==> src/rtl/matrix_pkg.sv <==
// rtl/matrix_pkg.sv - shared types for the framebuffer loader
package matrix_pkg;

  localparam logic [7:0] SYNC_BYTE = 8'hFF;

  typedef enum logic [1:0] {
    IDLE  = 2'd0,
    RECV  = 2'd1,
    WRITE = 2'd2
  } fb_state_e;

  // Full received bytes; the loader keeps the top BITDEPTH bits of each lane.
  typedef struct packed {
    logic [7:0] b;
    logic [7:0] g;
    logic [7:0] r;
  } pixel_t;

endpackage

==> src/rtl/fb_timeout.sv <==
// rtl/fb_timeout.sv - loadable down-counter flagging an inter-byte timeout
module fb_timeout #(
  parameter int TIMEOUT = 100000,
  localparam int CW     = (TIMEOUT > 2) ? $clog2(TIMEOUT) : 1
) (
  input  logic clk,
  input  logic reset,
  input  logic clear,
  input  logic enable,
  output logic expired
);

  localparam logic [CW-1:0] LOAD = CW'(TIMEOUT - 1);

  logic [CW-1:0] count;

  always_ff @(posedge clk) begin
    if (reset || clear) begin
      count <= LOAD;
    end else if (enable && (count != '0)) begin
      count <= count - CW'(1);
    end
  end

  assign expired = (count == '0);

endmodule

==> src/rtl/fb_loader.sv <==
// rtl/fb_loader.sv - frames the UART byte stream into RGB pixels for the HUB75 pixel RAMs
// Optional double buffering: define FB_LOADER_DBUF_EN.
module fb_loader
  import matrix_pkg::*;
#(
  parameter int  LENGTH   = 5,
  parameter int  SCAN_BIT = 3,
  parameter int  BITDEPTH = 8,
  parameter int  TIMEOUT  = 100000,
  localparam int ADDRMAX  = LENGTH * (1 << SCAN_BIT) - 1,
  localparam int AW       = $clog2(ADDRMAX + 1)
) (
  input  logic                  clk,
  input  logic                  reset,
  input  logic [7:0]            rx_data,
  input  logic                  rx_valid,
  output logic                  rx_ready,
`ifdef FB_LOADER_DBUF_EN
  output logic [AW:0]           wr_addr,
`else
  output logic [AW-1:0]         wr_addr,
`endif
  output logic [3*BITDEPTH-1:0] wr_data,
  output logic                  wr_en1,
  output logic                  wr_en2,
  output logic                  frame_done,
  output logic                  frame_error
`ifdef FB_LOADER_DBUF_EN
  ,
  output logic                  disp_bank
`endif
);

  localparam logic [AW-1:0] ADDR_LAST = AW'(ADDRMAX);

  fb_state_e     state, state_next;
  logic [1:0]    byte_idx;
  logic [AW-1:0] addr;
  logic          half;
  pixel_t        pixel;
  logic          accept;
  logic          tmo_clear, tmo_enable, tmo_expired;
  logic          done_set, err_set;

  assign accept = rx_valid && rx_ready;

  fb_timeout #(.TIMEOUT(TIMEOUT)) u_timeout (
    .clk     (clk),
    .reset   (reset),
    .clear   (tmo_clear),
    .enable  (tmo_enable),
    .expired (tmo_expired)
  );

  always_ff @(posedge clk) begin
    if (reset) begin
      state <= IDLE;
    end else begin
      state <= state_next;
    end
  end

  always_comb begin
    state_next = state;
    rx_ready   = 1'b0;
    wr_en1     = 1'b0;
    wr_en2     = 1'b0;
    tmo_clear  = 1'b1;
    tmo_enable = 1'b0;
    done_set   = 1'b0;
    err_set    = 1'b0;
    case (state)
      IDLE: begin
        rx_ready = 1'b1;
        if (accept && (rx_data == SYNC_BYTE)) state_next = RECV;
      end
      RECV: begin
        rx_ready   = 1'b1;
        tmo_clear  = accept;
        tmo_enable = !accept;
        if (accept && (byte_idx == 2'd2)) begin
          state_next = WRITE;
        end else if (!accept && tmo_expired) begin
          state_next = IDLE;
          err_set    = 1'b1;
        end
      end
      WRITE: begin
        wr_en1 = !half;
        wr_en2 = half;
        if (half && (addr == ADDR_LAST)) begin
          state_next = IDLE;
          done_set   = 1'b1;
        end else begin
          state_next = RECV;
        end
      end
      default: state_next = IDLE;
    endcase
  end

  always_ff @(posedge clk) begin
    if (reset) begin
      byte_idx    <= 2'd0;
      addr        <= '0;
      half        <= 1'b0;
      pixel       <= '0;
      frame_done  <= 1'b0;
      frame_error <= 1'b0;
    end else begin
      frame_done  <= done_set;
      frame_error <= err_set;
      case (state)
        IDLE: begin
          if (accept && (rx_data == SYNC_BYTE)) begin
            byte_idx <= 2'd0;
            addr     <= '0;
            half     <= 1'b0;
          end
        end
        RECV: begin
          if (accept) begin
            case (byte_idx)
              2'd0:    begin pixel.r <= rx_data; byte_idx <= 2'd1; end
              2'd1:    begin pixel.g <= rx_data; byte_idx <= 2'd2; end
              default: begin pixel.b <= rx_data; byte_idx <= 2'd0; end
            endcase
          end
        end
        WRITE: begin
          if (addr == ADDR_LAST) begin
            addr <= '0;
            half <= 1'b1;
          end else begin
            addr <= addr + AW'(1);
          end
        end
        default: ;
      endcase
    end
  end

  assign wr_data = {pixel.b[7 -: BITDEPTH], pixel.g[7 -: BITDEPTH], pixel.r[7 -: BITDEPTH]};

`ifdef FB_LOADER_DBUF_EN
  // The bank being filled is always the one the scanner is not showing.
  always_ff @(posedge clk) begin
    if (reset) begin
      disp_bank <= 1'b0;
    end else if (done_set) begin
      disp_bank <= !disp_bank;
    end
  end

  assign wr_addr = {!disp_bank, addr};
`else
  assign wr_addr = addr;
`endif

endmodule

==> config.mk <==
export PLATFORM = sky130hd
export DESIGN_NAME = fb_loader
export DESIGN_NICKNAME = d
export VERILOG_FILES = /design/src/rtl/matrix_pkg.sv /design/src/rtl/fb_timeout.sv /design/src/rtl/fb_loader.sv
export SDC_FILE = /design/constraint.sdc
export NUM_CORES = 1
export LEC_CHECK = 0
export ABC_AREA = 1
export CORE_MARGIN = 1.5
export CORE_UTILIZATION = 40
export CTS_CLUSTER_SIZE = 12
export DETAILED_ROUTE_END_ITERATION = 10
export GPL_TIMING_DRIVEN = 0
export PLACE_DENSITY = 0.73
export SKIP_LAST_GASP = 1
export SLEW_MARGIN = 20
export SYNTH_ARGS = -nofsm -noshare
export SYNTH_HDL_FRONTEND = slang
export SYNTH_HIERARCHICAL = 1
export SYNTH_SLANG_ARGS = --single-unit
==> constraint.sdc <==
create_clock -name clk -period 3 [get_ports clk]
set_clock_uncertainty 0.15 [all_clocks]
set_input_delay 0.6 -clock clk [delete_from_list [all_inputs] [get_ports clk]]
set_output_delay 0.6 -clock clk [all_outputs]
set_load 0.01 [all_outputs]
==> results of run 1 <==
metal layers:
layer | wire, um | vias up | track usage (%)
met5 | 0 | - | 0
met2 | 3060 | 51 | 30.2
li1 | - | 1311 | -
met3 | 183 | 12 | 3.44
met1 | 2990 | 1215 | 24.3
met4 | 129 | 0 | 8.21
power groups by stage:
stage,clock (mW),combinational [mW],sequential (mW)
after floorplan,0,0.0599,0.750
after global placement,0,0.101,0.749
after detailed placement,0,0.104,0.749
after CTS,0.501,0.104,0.732
after global routing,0.524,0.116,0.734
final,0.490,0.105,0.732
Yosys cell counts (2+ instances only):
library cell               instances  area, um^2
sky130_fd_sc_hd__nand3_1          45         225
sky130_fd_sc_hd__nand2_2           3        18.8
sky130_fd_sc_hd__ha_1              2        25.0
sky130_fd_sc_hd__a21oi_1          41         205
sky130_fd_sc_hd__nand2_1          93         349
sky130_fd_sc_hd__clkbuf_1          5        18.8
sky130_fd_sc_hd__xor2_1            3        26.3
sky130_fd_sc_hd__inv_1            38         143
sky130_fd_sc_hd__nor3_4            2        32.5
sky130_fd_sc_hd__nand3b_1          3        22.5
sky130_fd_sc_hd__nand2_4           3        33.8
sky130_fd_sc_hd__nor2_4            3        33.8
sky130_fd_sc_hd__buf_4             2        15.0
sky130_fd_sc_hd__nand4_1           4        25.0
sky130_fd_sc_hd__xnor2_1           5        43.8
sky130_fd_sc_hd__o21ai_0          12        60.1
sky130_fd_sc_hd__inv_2             3        11.3
sky130_fd_sc_hd__dfxtp_1          54        1080
sky130_fd_sc_hd__nor2_1           43         161
cells by family after synthesis:
kind of cell	count (synthesis)	synth area share [%]
DFF	54	40.9
adders and majority gates	2	0.945
and+or+nand+nor	203	36.0
AOI/OAI and AO/OA	57	11.1
buffers and inverters	51	8.51
xor gates and xnor gates	8	2.65
state kept, by name, summed over array words and instances (netlist names):
register         flops
wr_addr              6
frame_error          1
u_timeout/count     17
half                 1
frame_done           1
byte_idx             2
state                2
wr_data             24
worst max-delay path, stage by stage:
cell                              delay (ns)
sky130_fd_sc_hd__clkdlybuf4s50_1        0.47
sky130_fd_sc_hd__nor2_2                 0.43
sky130_fd_sc_hd__inv_1                  0.11
sky130_fd_sc_hd__nor2_2                 0.43
sky130_fd_sc_hd__inv_1                  0.27
sky130_fd_sc_hd__a21oi_1                0.16
sky130_fd_sc_hd__o21ai_0                0.10
worst max path at each step:
stage | start | to | slack (ns) | cells after the start
after floorplan | rx_valid | u_timeout/count[0]$_SDFFE_PP1P_ | 0.78 | 6
after global placement | rx_valid | u_timeout/count[0]$_SDFFE_PP1P_ | -0.26 | 7
after detailed placement | rx_valid | u_timeout/count[1]$_SDFFE_PP1P_ | -0.34 | 7
after CTS | rx_valid | u_timeout/count[1]$_SDFFE_PP1P_ | 0.25 | 7
after global routing | rx_valid | u_timeout/count[0]$_SDFFE_PP1P_ | 0.24 | 7
final | rx_valid | u_timeout/count[1]$_SDFFE_PP1P_ | 0.46 | 7
final cells by class:
cell class	count	area, um^2	area share, %
Inverter	42	160	4.84
Buffer	9	65.1	1.97
Timing Repair Buffer	45	450	13.6
Tap cell	77	96.3	2.91
Sequential cell	54	1080	32.7
Multi-Input combinational cell	270	1350	40.7
Clock inverter	3	40.0	1.21
Clock buffer	5	68.8	2.08
timing repair:
action                                  in CTS  in global routing
resized for setup                            1                  1
pin swaps                                    0                  0
endpoints found under the setup margin       1                  1
hold endpoints to repair                     0                  0
setup buffers                                0                  0
==> flow_summary.json, run 1 <==
{
  "final_nets": 440,
  "critical_register_to_register_path_endpoint": "u_timeout/count[1]$_SDFFE_PP1P_",
  "final_hold_viol_count": 0,
  "area.growth.synth_to_final_pct": 25.0,
  "holdCritStartpoint": "wr_data[17]$_SDFFE_PP0P_",
  "worstPathRequired_ns": 3.04,
  "antenna_found_initial": 0,
  "via_count_of_the_first_global_routing_pass": 2441,
  "timing.fmax_mhz": 394,
  "clkPwrFrac_pct": 36.9,
  "number_of_synthesized_flops_with_an_enable_pin": 0,
  "antenna_left": 0,
  "numCtsBuffers": 5,
  "syn-mean-instance-area_um2": 7.06,
  "n_antenna_cell": 0,
  "p_int_mw": 1.01,
  "drv.max_cap_violation_count": 0,
  "path_clk_slew_ns": 0.09,
  "worst_hold_path_depth": 2,
  "dp_cells": 497,
  "timing_max_transition_violations_final": 0,
  "p_seq_share_pct": 55.2,
  "synth-async-reset-ratio_pct": 0,
  "finalWorstPathRequiredPeriod_ns": 2.54,
  "final_util_pct": 51.8,
  "clock_tree.root_cell": "sky130_fd_sc_hd__clkbuf_8",
  "die_width_um": 84.3,
  "timing.critical_path.fanout_max": 10,
  "post_route_cells_drive_above_1_share_pct": 7.24,
  "leakagePower_nw": 1.28,
  "route.final.wire_length_um": 6360,
  "mostFrequentLayoutCell": "sky130_fd_sc_hd__nand2_1",
  "power.total_mw": 1.33,
  "status": "finished, final reports clean",
  "grt_util_all_layers_pct": 18.6,
  "postSynth.topFlopCell": "sky130_fd_sc_hd__dfxtp_1",
  "htreeDepth": 2,
  "critical_path_class": "primary input to flip-flop",
  "dpl_cell_area_um2": 3190,
  "design.die.area_um2": 7110,
  "hold_endpoint": "wr_data[17]$_SDFFE_PP0P_",
  "io_pins": 46,
  "netSwitchingPower_uw": 318,
  "layout.cell_area.non_filler_um2": 3310,
  "setup_violating_endpoint_count_in_the_final_report": 0,
  "coreArea_um2": 6390,
  "dr_vias_cell": 5.13,
  "dp_hpwl_um": 4680,
  "r2r.worst_path.cells": 7,
  "cts_tree": "done",
  "clk-insertion-delay-late_ns": 0.31,
  "mostFrequentLayoutCells": "93 x sky130_fd_sc_hd__nand2_1, 54 x sky130_fd_sc_hd__dfxtp_1, 45 x sky130_fd_sc_hd__nand3_1, 45 x sky130_fd_sc_hd__clkdlybuf4s50_1",
  "holdBufCountCts": 0,
  "synth_area_um2": 2650,
  "start_util_pct": 41.4,
  "maxSlewHeadroom_pct": 67.1,
  "sw_frac_of_total_pct": 24.0,
  "clockBufferDepth": 2,
  "synth-seq-area-share_pct": 40.9,
  "timing.critical_path.from_type": "primary input",
  "hp-class": "flip-flop to flip-flop",
  "regToRegSetupSlack_ns": 0.65,
  "final_estimated_routing_congestion_in_global_placement": 0.823,
  "yosysUniqueCellTypes": 30,
  "fin_crit_sh_pct": 84.6,
  "gr-total-overflow": 0,
  "endpoint_kind": "flip-flop",
  "finish.cell_count_without_fillers": 505,
  "portBuffers": 45,
  "worst_slack_ns": 0.463,
  "post-route-drc-count": 0,
  "grt_start_max_net_pins": 17,
  "arr_time_crit_path_ns": 2.58,
  "grt_pass1_wl_um": 10800,
  "fillCellCount": 632,
  "netlist_instances": 375,
  "floorplan.die.height_um": 84.3,
  "power-per-cell-area_nw_per_um2": 401,
  "floorplan.rows": 29,
  "synth_register_bits": 54,
  "worst_ir_drop_vdd_mv": 0.238,
  "synthesized_nets": 388,
  "grt_setup_unrepaired": "false",
  "cts.sink_count": 54,
  "setup_tns_ns": 0,
  "iteration_0_drc_markers": 117,
  "worst_r2r_startpoint": "state[0]$_SDFFE_PP0P_",
  "drt_pass1_iterations": 4,
  "num_vias": 2589,
  "worst_hold_slack_ns": 0.304,
  "comb_pwr_share_pct": 7.9,
  "routed_wire_length_per_instance_um": 12.6,
  "worst_pin_slew_ns": 0.493,
  "synth-warning-count": 6,
  "place_ws_ns": -0.340
}
Note: power is estimated with default switching activity, not from simulation.
==> inputs of run 2 (changes only) <==
clock period = 2.55 ns   (was 3 ns; I/O delays follow)
==> flow_summary.json, run 2 (synthesis gave the netlist of run 1 again) <==
{
  "iteration_0_drc_markers": 104,
  "holdBufCountCts": 0,
  "worst_ir_drop_vdd_mv": 0.280,
  "final_estimated_routing_congestion_in_global_placement": 0.823,
  "clk-insertion-delay-late_ns": 0.31,
  "power-per-cell-area_nw_per_um2": 471,
  "dr_vias_cell": 5.16,
  "start_util_pct": 41.4,
  "setup_violating_endpoint_count_in_the_final_report": 0,
  "final_nets": 440,
  "die_width_um": 84.3,
  "cts.sink_count": 54,
  "coreArea_um2": 6390,
  "final_hold_viol_count": 0,
  "maxSlewHeadroom_pct": 68.2,
  "fillCellCount": 631,
  "floorplan.die.height_um": 84.3,
  "timing.fmax_mhz": 420,
  "leakagePower_nw": 1.28,
  "via_count_of_the_first_global_routing_pass": 2441,
  "grt_setup_unrepaired": "false",
  "path_clk_slew_ns": 0.10,
  "worst_pin_slew_ns": 0.476,
  "mostFrequentLayoutCells": "93 x sky130_fd_sc_hd__nand2_1, 53 x sky130_fd_sc_hd__dfxtp_1, 45 x sky130_fd_sc_hd__nand3_1, 45 x sky130_fd_sc_hd__clkdlybuf4s50_1",
  "status": "finished, final reports clean",
  "grt_pass1_wl_um": 10800,
  "gr-total-overflow": 0,
  "endpoint_kind": "output pin",
  "mostFrequentLayoutCell": "sky130_fd_sc_hd__nand2_1",
  "floorplan.rows": 29,
  "cts_tree": "done",
  "antenna_found_initial": 0,
  "dp_cells": 497,
  "arr_time_crit_path_ns": 1.72,
  "drv.max_cap_violation_count": 0,
  "total_of_cells_resized_after_clock_tree_synthesis": 2,
  "drt_pass1_iterations": 4,
  "portBuffers": 45,
  "power.total_mw": 1.56,
  "antenna_left": 0,
  "number_of_flip_flops_in_the_largest_register": 24,
  "route.final.wire_length_um": 6360,
  "dp_hpwl_um": 4680,
  "finish.cell_count_without_fillers": 505,
  "timing_max_transition_violations_final": 0,
  "regToRegSetupSlack_ns": 0.37,
  "worstPathRequired_ns": 1.89,
  "htreeDepth": 2,
  "critical_path_class": "flip-flop to output pin",
  "clockBufferDepth": 2,
  "post_cts_buffers": 0,
  "hp-class": "flip-flop to flip-flop",
  "post_route_cells_drive_above_1_share_pct": 7.48,
  "fin_crit_sh_pct": 93.4,
  "routed_wire_length_per_instance_um": 12.6,
  "num_vias": 2605,
  "timing.critical_path.from_type": "flip-flop",
  "n_antenna_cell": 0,
  "timing.critical_path.fanout_max": 10,
  "post-route-drc-count": 0,
  "finalWorstPathRequiredPeriod_ns": 2.38,
  "design.die.area_um2": 7110,
  "numCtsBuffers": 5,
  "grt_util_all_layers_pct": 18.6,
  "worst_hold_slack_ns": 0.304,
  "area.growth.synth_to_final_pct": 25.2,
  "io_pins": 46,
  "grt_start_max_net_pins": 17,
  "clock_tree.root_cell": "sky130_fd_sc_hd__clkbuf_8"
}
[run 2: cell types whose count changed in the layout (fill, tap and decap cells not counted)]
cell                      previous run  this run
sky130_fd_sc_hd__dfxtp_2             0         1
sky130_fd_sc_hd__nor2_2              2         1
sky130_fd_sc_hd__dfxtp_1            54        53
sky130_fd_sc_hd__nor2_4              3         4
[run 2: path summary, 6_finish.rpt]
check	start	endpoint	cells after the start
setup reg to reg	state[0]$_SDFFE_PP0P_	u_timeout/count[1]$_SDFFE_PP1P_	7
hold / removal	wr_data[17]$_SDFFE_PP0P_	wr_data[17]$_SDFFE_PP0P_	2
hold reg to reg	wr_data[17]$_SDFFE_PP0P_	wr_data[17]$_SDFFE_PP0P_	2
setup / recovery	state[1]$_SDFFE_PP0P_	wr_en1	5
[run 2: power breakdown]
part           internal (mW)  leakage, nW  switching (mW)
Sequential             0.851        0.436          0.0104
Combinational         0.0467        0.787          0.0773
Clock                  0.290       0.0579           0.286
Total                   1.19         1.28           0.374
[run 2: stage by stage]
step / setup slack [ns] / setup TNS (ns) / utilization (%) / area, um^2
after floorplan: 0.381 / 0 / - / 2650
after global placement: -0.617 / -5.65 / 50.0 / 3190
after detailed placement: -0.700 / -6.87 / 50.0 / 3190
after CTS: 0.101 / 0 / 51.8 / 3310
after global routing: 0.0463 / 0 / 51.9 / 3310
final: 0.167 / 0 / 51.9 / 3310
[run 2: per-layer routing]
layer	routed length, um	global-route usage [%]	up-vias	part of all wire (%)
li1	-	-	1316	-
met1	2990	24.3	1226	47
met2	3040	30.2	52	48
met3	207	3.44	11	3.3
met4	117	8.21	0	1.8
met5	0	0	-	0
[run 2: area by class of cell]
cell class,instances,area (um^2),area share (%)
clock inverters,3,40.0,1.21
flip-flops and latches,54,1080,32.7
multi-input cells,270,1350,40.7
inverters,42,160,4.83
clock buffers,5,68.8,2.08
well taps,77,96.3,2.91
plain buffers,9,65.1,1.96
repair buffers,45,450,13.6
[run 2: worst max-delay path, cell delays in order, from the launching register on]
cell and delay [ns]:
sky130_fd_sc_hd__dfxtp_2 0.38, sky130_fd_sc_hd__inv_2 0.08, sky130_fd_sc_hd__nor2_4 0.17, sky130_fd_sc_hd__inv_2 0.12, sky130_fd_sc_hd__nor2_1 0.11, sky130_fd_sc_hd__clkdlybuf4s50_1 0.55
==> inputs of run 3 (changes only) <==
SETUP_SLACK_MARGIN = 0.2   (was not set)
clock period = 2.38 ns   (was 2.55 ns; I/O delays follow)
==> flow_summary.json, run 3 (synthesis gave the netlist of run 1 again) <==
{
  "status": "finished, final reports clean",
  "timing_max_transition_violations_final": 0,
  "critical_register_to_register_path_endpoint": "u_timeout/count[1]$_SDFFE_PP1P_",
  "post_route_cells_drive_above_1_share_pct": 8.12,
  "regToRegSetupSlack_ns": 0.52,
  "path_clk_slew_ns": 0.10,
  "io_pins": 46,
  "dr_vias_cell": 5.07,
  "power.total_mw": 1.68,
  "htreeDepth": 2,
  "critical_path_class": "flip-flop to output pin",
  "timing.critical_path.to": "rx_ready",
  "arr_time_crit_path_ns": 1.39,
  "start_util_pct": 41.4,
  "mostFrequentLayoutCells": "93 x sky130_fd_sc_hd__nand2_1, 53 x sky130_fd_sc_hd__dfxtp_1, 45 x sky130_fd_sc_hd__nand3_1",
  "worst_pin_slew_ns": 0.483,
  "layout.cell_area.non_filler_um2": 3340,
  "iteration_0_drc_markers": 106,
  "routed_wire_length_per_instance_um": 12.5,
  "clock_tree.root_cell": "sky130_fd_sc_hd__clkbuf_8",
  "clockBufferDepth": 2,
  "drt_pass1_iterations": 4,
  "floorplan.die.height_um": 84.3,
  "worst_hold_slack_ns": 0.304,
  "cts.sink_count": 54,
  "post-route-drc-count": 0,
  "timing.critical_path.from": "state[1]$_SDFFE_PP0P_",
  "final_estimated_routing_congestion_in_global_placement": 0.823,
  "coreArea_um2": 6390,
  "design.die.area_um2": 7110,
  "dp_hpwl_um": 4680,
  "worst_r2r_startpoint": "state[0]$_SDFFE_PP0P_",
  "maxSlewHeadroom_pct": 67.8,
  "cts_tree": "done",
  "finalWorstPathRequiredPeriod_ns": 2.01,
  "timing.critical_path.fanout_max": 4,
  "worst_ir_drop_vdd_mv": 0.302,
  "gr-total-overflow": 0,
  "final_hold_viol_count": 0,
  "die_width_um": 84.3,
  "via_count_of_the_first_global_routing_pass": 2418,
  "area.growth.synth_to_final_pct": 26.1,
  "clk-insertion-delay-late_ns": 0.31,
  "final_util_pct": 52.3,
  "timing.fmax_mhz": 497,
  "antenna_left": 0,
  "grt_start_max_net_pins": 17,
  "worstPathRequired_ns": 1.75,
  "portBuffers": 45,
  "grt_pass1_wl_um": 10900,
  "drv.max_cap_violation_count": 0,
  "mostFrequentLayoutCell": "sky130_fd_sc_hd__nand2_1",
  "r2r.worst_path.cells": 7,
  "setup_violating_endpoint_count_in_the_final_report": 0,
  "grt_util_all_layers_pct": 18.7,
  "leakagePower_nw": 1.31,
  "num_vias": 2577,
  "numCtsBuffers": 5,
  "antenna_found_initial": 0,
  "hp-class": "flip-flop to flip-flop",
  "n_antenna_cell": 0,
  "dpl_cell_area_um2": 3190,
  "number_of_flip_flops_in_the_largest_register": 24,
  "final_nets": 443,
  "holdBufCountCts": 0,
  "grt_setup_unrepaired": "false",
  "power-per-cell-area_nw_per_um2": 503,
  "fillCellCount": 625,
  "route.final.wire_length_um": 6340,
  "fin_crit_sh_pct": 84.6,
  "floorplan.rows": 29,
  "endpoint_kind": "output pin",
  "timing.critical_path.from_type": "flip-flop"
}
[run 3: cell types whose count changed in the layout (fill, tap and decap cells not counted)]
cell                              change
sky130_fd_sc_hd__dlygate4sd2_1        +2
sky130_fd_sc_hd__clkdlybuf4s50_1      -2
sky130_fd_sc_hd__nor2_2               -1
sky130_fd_sc_hd__buf_4                +3
sky130_fd_sc_hd__nor2_4               +1
[run 3: area by class of cell]
class                      instances  area [um^2]  area share (%)
buffer                             9         65.1            1.95
clock buffer                       5         68.8            2.06
clock inverter                     3         40.0            1.20
inverter                          42          160            4.80
multi-input combinational        270         1360            40.6
sequential                        54         1080            32.4
tap                               77         96.3            2.89
timing repair buffer              48          470            14.1
[run 3: worst min path at each step]
stage / start / endpoint / slack [ns] / cells after the start
floorplan: u_timeout/count[16]$_SDFFE_PP1P_ / u_timeout/count[16]$_SDFFE_PP1P_ / 0.27 / 2
global placement: u_timeout/count[16]$_SDFFE_PP1P_ / u_timeout/count[16]$_SDFFE_PP1P_ / 0.28 / 2
detailed placement: u_timeout/count[16]$_SDFFE_PP1P_ / u_timeout/count[16]$_SDFFE_PP1P_ / 0.29 / 2
CTS: u_timeout/count[16]$_SDFFE_PP1P_ / u_timeout/count[16]$_SDFFE_PP1P_ / 0.30 / 2
global route: wr_data[18]$_SDFFE_PP0P_ / wr_data[18]$_SDFFE_PP0P_ / 0.33 / 2
finish: u_timeout/count[16]$_SDFFE_PP1P_ / u_timeout/count[16]$_SDFFE_PP1P_ / 0.30 / 2
[run 3: critical path: stages (launching register included)]
cell                              delay (ns)
sky130_fd_sc_hd__dfxtp_2                0.36
sky130_fd_sc_hd__inv_2                  0.12
sky130_fd_sc_hd__clkdlybuf4s50_1        0.59
[run 3: metrics by stage]
step | TNS (ns) | worst slack (ns) | instances
after detailed placement | -9.18 | -0.836 | 497
after global placement | -7.96 | -0.753 | 497
after CTS | 0 | 0.275 | 506
final | 0 | 0.367 | 508
after floorplan | 0 | 0.211 | 375
after global routing | 0 | 0.282 | 508
[run 3: per-layer routing]
layer	up-vias	track usage [%]	routed length (um)
met5	-	0	0
met4	0	7.33	106
met3	9	3.44	235
met2	53	30.6	3050
met1	1191	24.5	2940
li1	1324	-	-
[run 3: timing repair]
action,CTS,global route
endpoints found under the setup margin,19,2
resized for setup,7,0
buffers inserted,1,2
pin swaps,1,1
[run 3: report_power, final]
group | switching (mW) | internal (mW) | total, mW
sequential | 0.0111 | 0.912 | 0.923
combinational | 0.0836 | 0.0525 | 0.136
clock | 0.309 | 0.310 | 0.619
total | 0.404 | 1.27 | 1.68
